==> config.mk <==
export PLATFORM = sky130hd
export DESIGN_NAME = thermostat_flat
export DESIGN_NICKNAME = d
export VERILOG_FILES = /design/src/rtl/thermostat_if.sv /design/src/rtl/thermostat.sv /design/src/flat_wrapper.sv
export SDC_FILE = /design/constraint.sdc
export NUM_CORES = 1
export LEC_CHECK = 0
export ABC_AREA = 1
export BUFFER_PORTS_ARGS = -buffer_cell sky130_fd_sc_hd__buf_4
export CORE_AREA = 2 2 39 41
export DETAILED_ROUTE_END_ITERATION = 10
export DIE_AREA = 0 0 41 43
export GPL_ROUTABILITY_DRIVEN = 0
export SYNTH_ARGS = -nofsm -noshare
export SYNTH_HDL_FRONTEND = slang
export SYNTH_SLANG_ARGS = --single-unit
==> constraint.sdc <==
create_clock -name clk_i -period 1.95 [get_ports clk_i]
set_clock_uncertainty 0.1 [all_clocks]
set_input_delay 0.0975 -clock clk_i [delete_from_list [all_inputs] [get_ports clk_i]]
set_output_delay 0.0975 -clock clk_i [all_outputs]
set_load 0.03 [all_outputs]
==> src/rtl/thermostat_if.sv <==
// Sensor/user inputs and actuator drives shared by the thermostat and its
// environment.
interface thermostat_if;
   logic too_cold;
   logic too_hot;
   logic mode;
   logic fan_on;
   logic heater;
   logic aircon;
   logic fan;

   modport master (
      output too_cold, too_hot, mode, fan_on,
      input  heater, aircon, fan
   );

   modport slave (
      input  too_cold, too_hot, mode, fan_on,
      output heater, aircon, fan
   );
endinterface

==> src/rtl/thermostat.sv <==
// HVAC thermostat controller.
// Converts room-sensor flags, a heat/cool mode select and a manual fan request
// into registered heater, air-conditioner and blower drives. The compressor
// has an optional anti-short-cycle lockout. The blower has an optional run-on
// after either device stops.
module thermostat #(
   parameter int unsigned MIN_OFF_CYCLES   = 0,
   parameter int unsigned FAN_RUNON_CYCLES = 0
) (
   input  logic         clk_i,
   input  logic         reset_i,
   thermostat_if.slave  th
);

   localparam int unsigned LOCK_W  = (MIN_OFF_CYCLES   > 0) ? $clog2(MIN_OFF_CYCLES + 1)   : 1;
   localparam int unsigned RUNON_W = (FAN_RUNON_CYCLES > 0) ? $clog2(FAN_RUNON_CYCLES + 1) : 1;

   localparam logic [LOCK_W-1:0]  LOCK_LOAD  = LOCK_W'(MIN_OFF_CYCLES);
   localparam logic [RUNON_W-1:0] RUNON_LOAD = RUNON_W'(FAN_RUNON_CYCLES);

   logic               heater_q, heater_d;
   logic               aircon_q, aircon_d;
   logic               fan_q,    fan_d;
   logic [LOCK_W-1:0]  lock_q,   lock_d;
   logic [RUNON_W-1:0] runon_q,  runon_d;

   logic heat_req;
   logic cool_req;
   logic aircon_fall;
   logic demand_fall;

   // Demand terms. Mode picks exactly one, so heater and aircon are never both on.
   assign heat_req = th.mode & th.too_cold;
   assign cool_req = ~th.mode & th.too_hot;

   // Next-state logic for the drives and the two down-counters.
   always_comb begin
      heater_d    = heat_req;
      aircon_d    = cool_req & (lock_q == '0);
      aircon_fall = aircon_q & ~aircon_d;
      demand_fall = (heater_q & ~heater_d) | aircon_fall;

      // The lockout counter is armed on the compressor's falling edge.
      // It holds aircon off until it reaches zero.
      lock_d = lock_q;
      if (aircon_fall) begin
         lock_d = LOCK_LOAD;
      end else if (lock_q != '0) begin
         lock_d = lock_q - 1'b1;
      end

      // The run-on counter covers the cycles right after a demand output drops.
      // A new drop reloads it.
      runon_d = runon_q;
      if (demand_fall) begin
         runon_d = RUNON_LOAD;
      end else if (runon_q != '0) begin
         runon_d = runon_q - 1'b1;
      end

      fan_d = th.fan_on | heater_d | aircon_d | (runon_d != '0);
   end

   // State registers with synchronous active-high reset.
   always_ff @(posedge clk_i) begin
      if (reset_i) begin
         heater_q <= 1'b0;
         aircon_q <= 1'b0;
         fan_q    <= 1'b0;
         lock_q   <= '0;
         runon_q  <= '0;
      end else begin
         heater_q <= heater_d;
         aircon_q <= aircon_d;
         fan_q    <= fan_d;
         lock_q   <= lock_d;
         runon_q  <= runon_d;
      end
   end

   assign th.heater = heater_q;
   assign th.aircon = aircon_q;
   assign th.fan    = fan_q;

endmodule

==> src/flat_wrapper.sv <==
// flat-port wrapper written by rule: the top's interface ports become plain ports
module thermostat_flat 
#(
   parameter int unsigned MIN_OFF_CYCLES   = 0,
   parameter int unsigned FAN_RUNON_CYCLES = 0
)
  (clk_i, reset_i, th_too_cold, th_too_hot, th_mode, th_fan_on, th_heater, th_aircon, th_fan);
  thermostat_if th_i ();
  input  logic clk_i;
  input  logic reset_i;
  input wire logic [$bits(th_i.too_cold)-1:0] th_too_cold;
  input wire logic [$bits(th_i.too_hot)-1:0] th_too_hot;
  input wire logic [$bits(th_i.mode)-1:0] th_mode;
  input wire logic [$bits(th_i.fan_on)-1:0] th_fan_on;
  output wire logic [$bits(th_i.heater)-1:0] th_heater;
  output wire logic [$bits(th_i.aircon)-1:0] th_aircon;
  output wire logic [$bits(th_i.fan)-1:0] th_fan;
  assign th_i.too_cold = th_too_cold;
  assign th_i.too_hot = th_too_hot;
  assign th_i.mode = th_mode;
  assign th_i.fan_on = th_fan_on;
  assign th_heater = th_i.heater;
  assign th_aircon = th_i.aircon;
  assign th_fan = th_i.fan;
  thermostat #(.MIN_OFF_CYCLES(MIN_OFF_CYCLES), .FAN_RUNON_CYCLES(FAN_RUNON_CYCLES)) u_core (.clk_i(clk_i), .reset_i(reset_i), .th(th_i));
endmodule
# Word level (Yosys, flattened, before mapping)
# Index checks and enable logic that the tools add are counted.
# totals
register_bits	5
in_bits	6
out_inout_bits	3
# classes
addsub	2
mux	2
bitwise_logic	13
reduce_logical	1
# op_table
op	n
$and A1 B1 Y1	5
$not A1 Y1	4
$or A1 B1 Y1	4
$reduce_or A3 Y1	1
$mux W1	2
$sub A1 B1 Y1 const B	2

# Logic depth before layout (Yosys ltp)
# depth
word_depth	8
depth_mapped	4

# Worst setup path after synthesis
# No wires, ideal clock.
# synth_timing
path_kind	register to output
startpoint	reg u_core.aircon_q (netlist: u_core.th.aircon)
endpoint	out th_aircon
t_arrival_ns	0.459
t_required_ns	1.752
setup_slack_ns	1.293
path_stages_with_launch	1
path_cell_list	dfxtp_1
# synth_lines
element	line	text
from (decl)	thermostat.sv:22	logic aircon_q, aircon_d;
from (signal assigned)	thermostat.sv:74	aircon_q <= aircon_d;
to (decl)	flat_wrapper.sv:16	output wire logic [$bits(th_i.aircon)-1:0] th_aircon;
# No word-level cell between the ends.

==> run metrics <==
Hold Fails Final Rpt=0; area of the mapped netlist=129 um^2; fin crit share=47.8%; top cell type's share of synthesized area=roughly 62%; Worst Path Required=2030 ps; multi-input combinational cell area=33.8 um^2; reg2reg path depth=3; area occupied by registers=between 80 and 90 um^2; Sum Neg Setup Slack=0 ps; maximum clock rate=approximately 1100 MHz; layout cells sized above 1=a little under two fifths; FP Rows=14; FF+latch count, synth=4; drt drc=0; Crit path depth=5; crit path DAT=between 1000 and 1500 ps; crit path time final=933 ps; CTS Root Cell=clkbuf_4; Syn Inst Count=17; largest net degree at the start of global routing=4; Reg2Reg Setup Slack=1280 ps; Slew Viols, Final=0; Hold Crit Start=th_too_cold; vias post-DR=129; Buf+Inv Stages, Crit Path=2; slowest cell on the critical path=dlygate4sd3_1; total grt overflow=0; most used cell along the critical path=nand2_1; first-pass detailed-route iteration total=1; hold crit path type=in2reg; total CTS buffers=3; fillcell total=165; Worst-Skew Late Latency=230 ps; Total Nets Final=37; 1st-iter DRT viols=0; # setup viols final=0; RR Startpoint=u_core.lock_q; Critical Path Start Type=input pin; worst-path cell chain=dlygate4sd3_1 -> buf_4 -> nor2_1 -> nand2_1 -> nand2_1; vias in the first global route=136; maxcap violations=0; CORE AREA=1380 um^2; cell accounting for the most synthesized area=dfxtp_1; Mean Syn Cell Area=7.58 um^2; remaining antenna violation count=0; I/O pin total=9; Synth area leaders=dfxtp_1 62%, nand2_1 15%, inv_1 12%; Mapped Nets=23; Yosys warning count=0; leakage=0.000140 uW; CP delay by family, top=buffers and inverters; RSZ-0062 raised after global routing=no; fin util=17.5%; pwr dens=887 nW/um^2; # hold bufs at CTS=1; Antenna Cells=0; die area=1760 um^2; first-pass GRT wire length=407 um; initial antenna violation count=0; routed len/inst=6.56 um; Crit. End Element=flop; Area growth syn-to-layout=87.4%; H-tree levels=1; run status=complete, no violations; last element of the critical path=u_core.th.fan; Max FO, Critical Path=3; vias per std cell=about 2.9; Seq/Total Area, Yosys=between 60% and 70%; FF-to-FF End=u_core.th.fan; GRT Total Usage=4.42%; overall routed net length=roughly 300 um; clk buf depth=2; critical path class=in2reg; Die Y=43 um; initial core utilization=9.31%; TritonCTS clock tree=built; max incr delay on CP=approximately 540 ps; CP startpoint=reset_i; # Post-CTS Setup Buffers=0; DIE WIDTH=between 40 and 50 um; post-CTS sizing=0; clk slew on worst S/H paths=40 ps; Max IR drop VDD=0.147 mV; I/O Buffers=8; Distinct cells, synth=5; CTS sink count=4
[report_power, final]
group	switching [uW]	total [uW]	leakage [uW]	internal, uW
Combinational	13.0	26.6	0.0000926	13.5
Sequential	1.11	87.6	0.0000332	86.5
Clock	31.3	100	0.0000138	68.7
Total	45.4	214	0.000140	169
[worst min path at each step]
| stage | to | slack [ps] | depth (start not counted) |
|---|---|---|---|
| floorplan | u_core.th.heater | 70 | 1 |
| global placement | u_core.th.heater | 170 | 2 |
| detailed placement | u_core.th.heater | 180 | 2 |
| CTS | u_core.th.heater | 7 | 3 |
| global route | u_core.th.heater | 40 | 3 |
| finish | u_core.th.heater | 10 | 3 |
[cells in the final DEF (no fill, tap or decap)]
cell type	netlist	layout
dfxtp_1	4	4
buf_4	0	8
conb_1	1	1
clkbuf_4	0	3
inv_1	4	4
nand2_1	5	5
dlygate4sd3_1	0	1
nor2_1	3	3
[cell usage after synthesis]
library cell  count
conb_1            1
nor2_1            3
dfxtp_1           4
nand2_1           5
inv_1             4
[through the flow]
step	total power, uW	std cells	hold WS (ps)	worst slack [ps]	area [um^2]
after floorplan	99.9	17	69.9	1290	129
after global placement	114	41	174	1290	209
after detailed placement	114	41	180	1270	209
after CTS	223	45	7.47	1020	241
after global routing	228	45	37.8	975	241
final	214	45	14.9	1020	241
[per-layer routing]
| layer | part of all wire, % | up-vias | wire (um) | GRT usage, % |
|---|---|---|---|---|
| met4 | 0 | 0 | 0 | 10.0 |
| met3 | 18 | 0 | 53 | 2.62 |
| met5 | 0 | - | 0 | 0 |
| met2 | 45 | 7 | 133 | 4.69 |
| met1 | 37 | 52 | 108 | 2.89 |
| li1 | - | 70 | - | - |
[registers in the layout, indices dropped and copies added (netlist names)]
name,flops
u_core.th.fan,1
u_core.lock_q,1
u_core.th.aircon,1
u_core.th.heater,1
[cell type report]
type	count	area share, %
Multi-Input combinational cell	9	14.0
Sequential cell	4	33.2
Inverter	4	6.22
Tap cell	16	8.29
Timing Repair Buffer	9	29.0
Clock buffer	3	9.33
[worst register-to-register path, cell delays in order, from the launching register on]
cell	delay, ps
dfxtp_1	300
nor2_1	40
nand2_1	70
nand2_1	50
[logic make-up after synthesis]
logic type	synth area share, %
buf+inv	11.6
flops	62.1
other cells	2.91
simple gates	23.3
(Power assumes the default switching activity.)
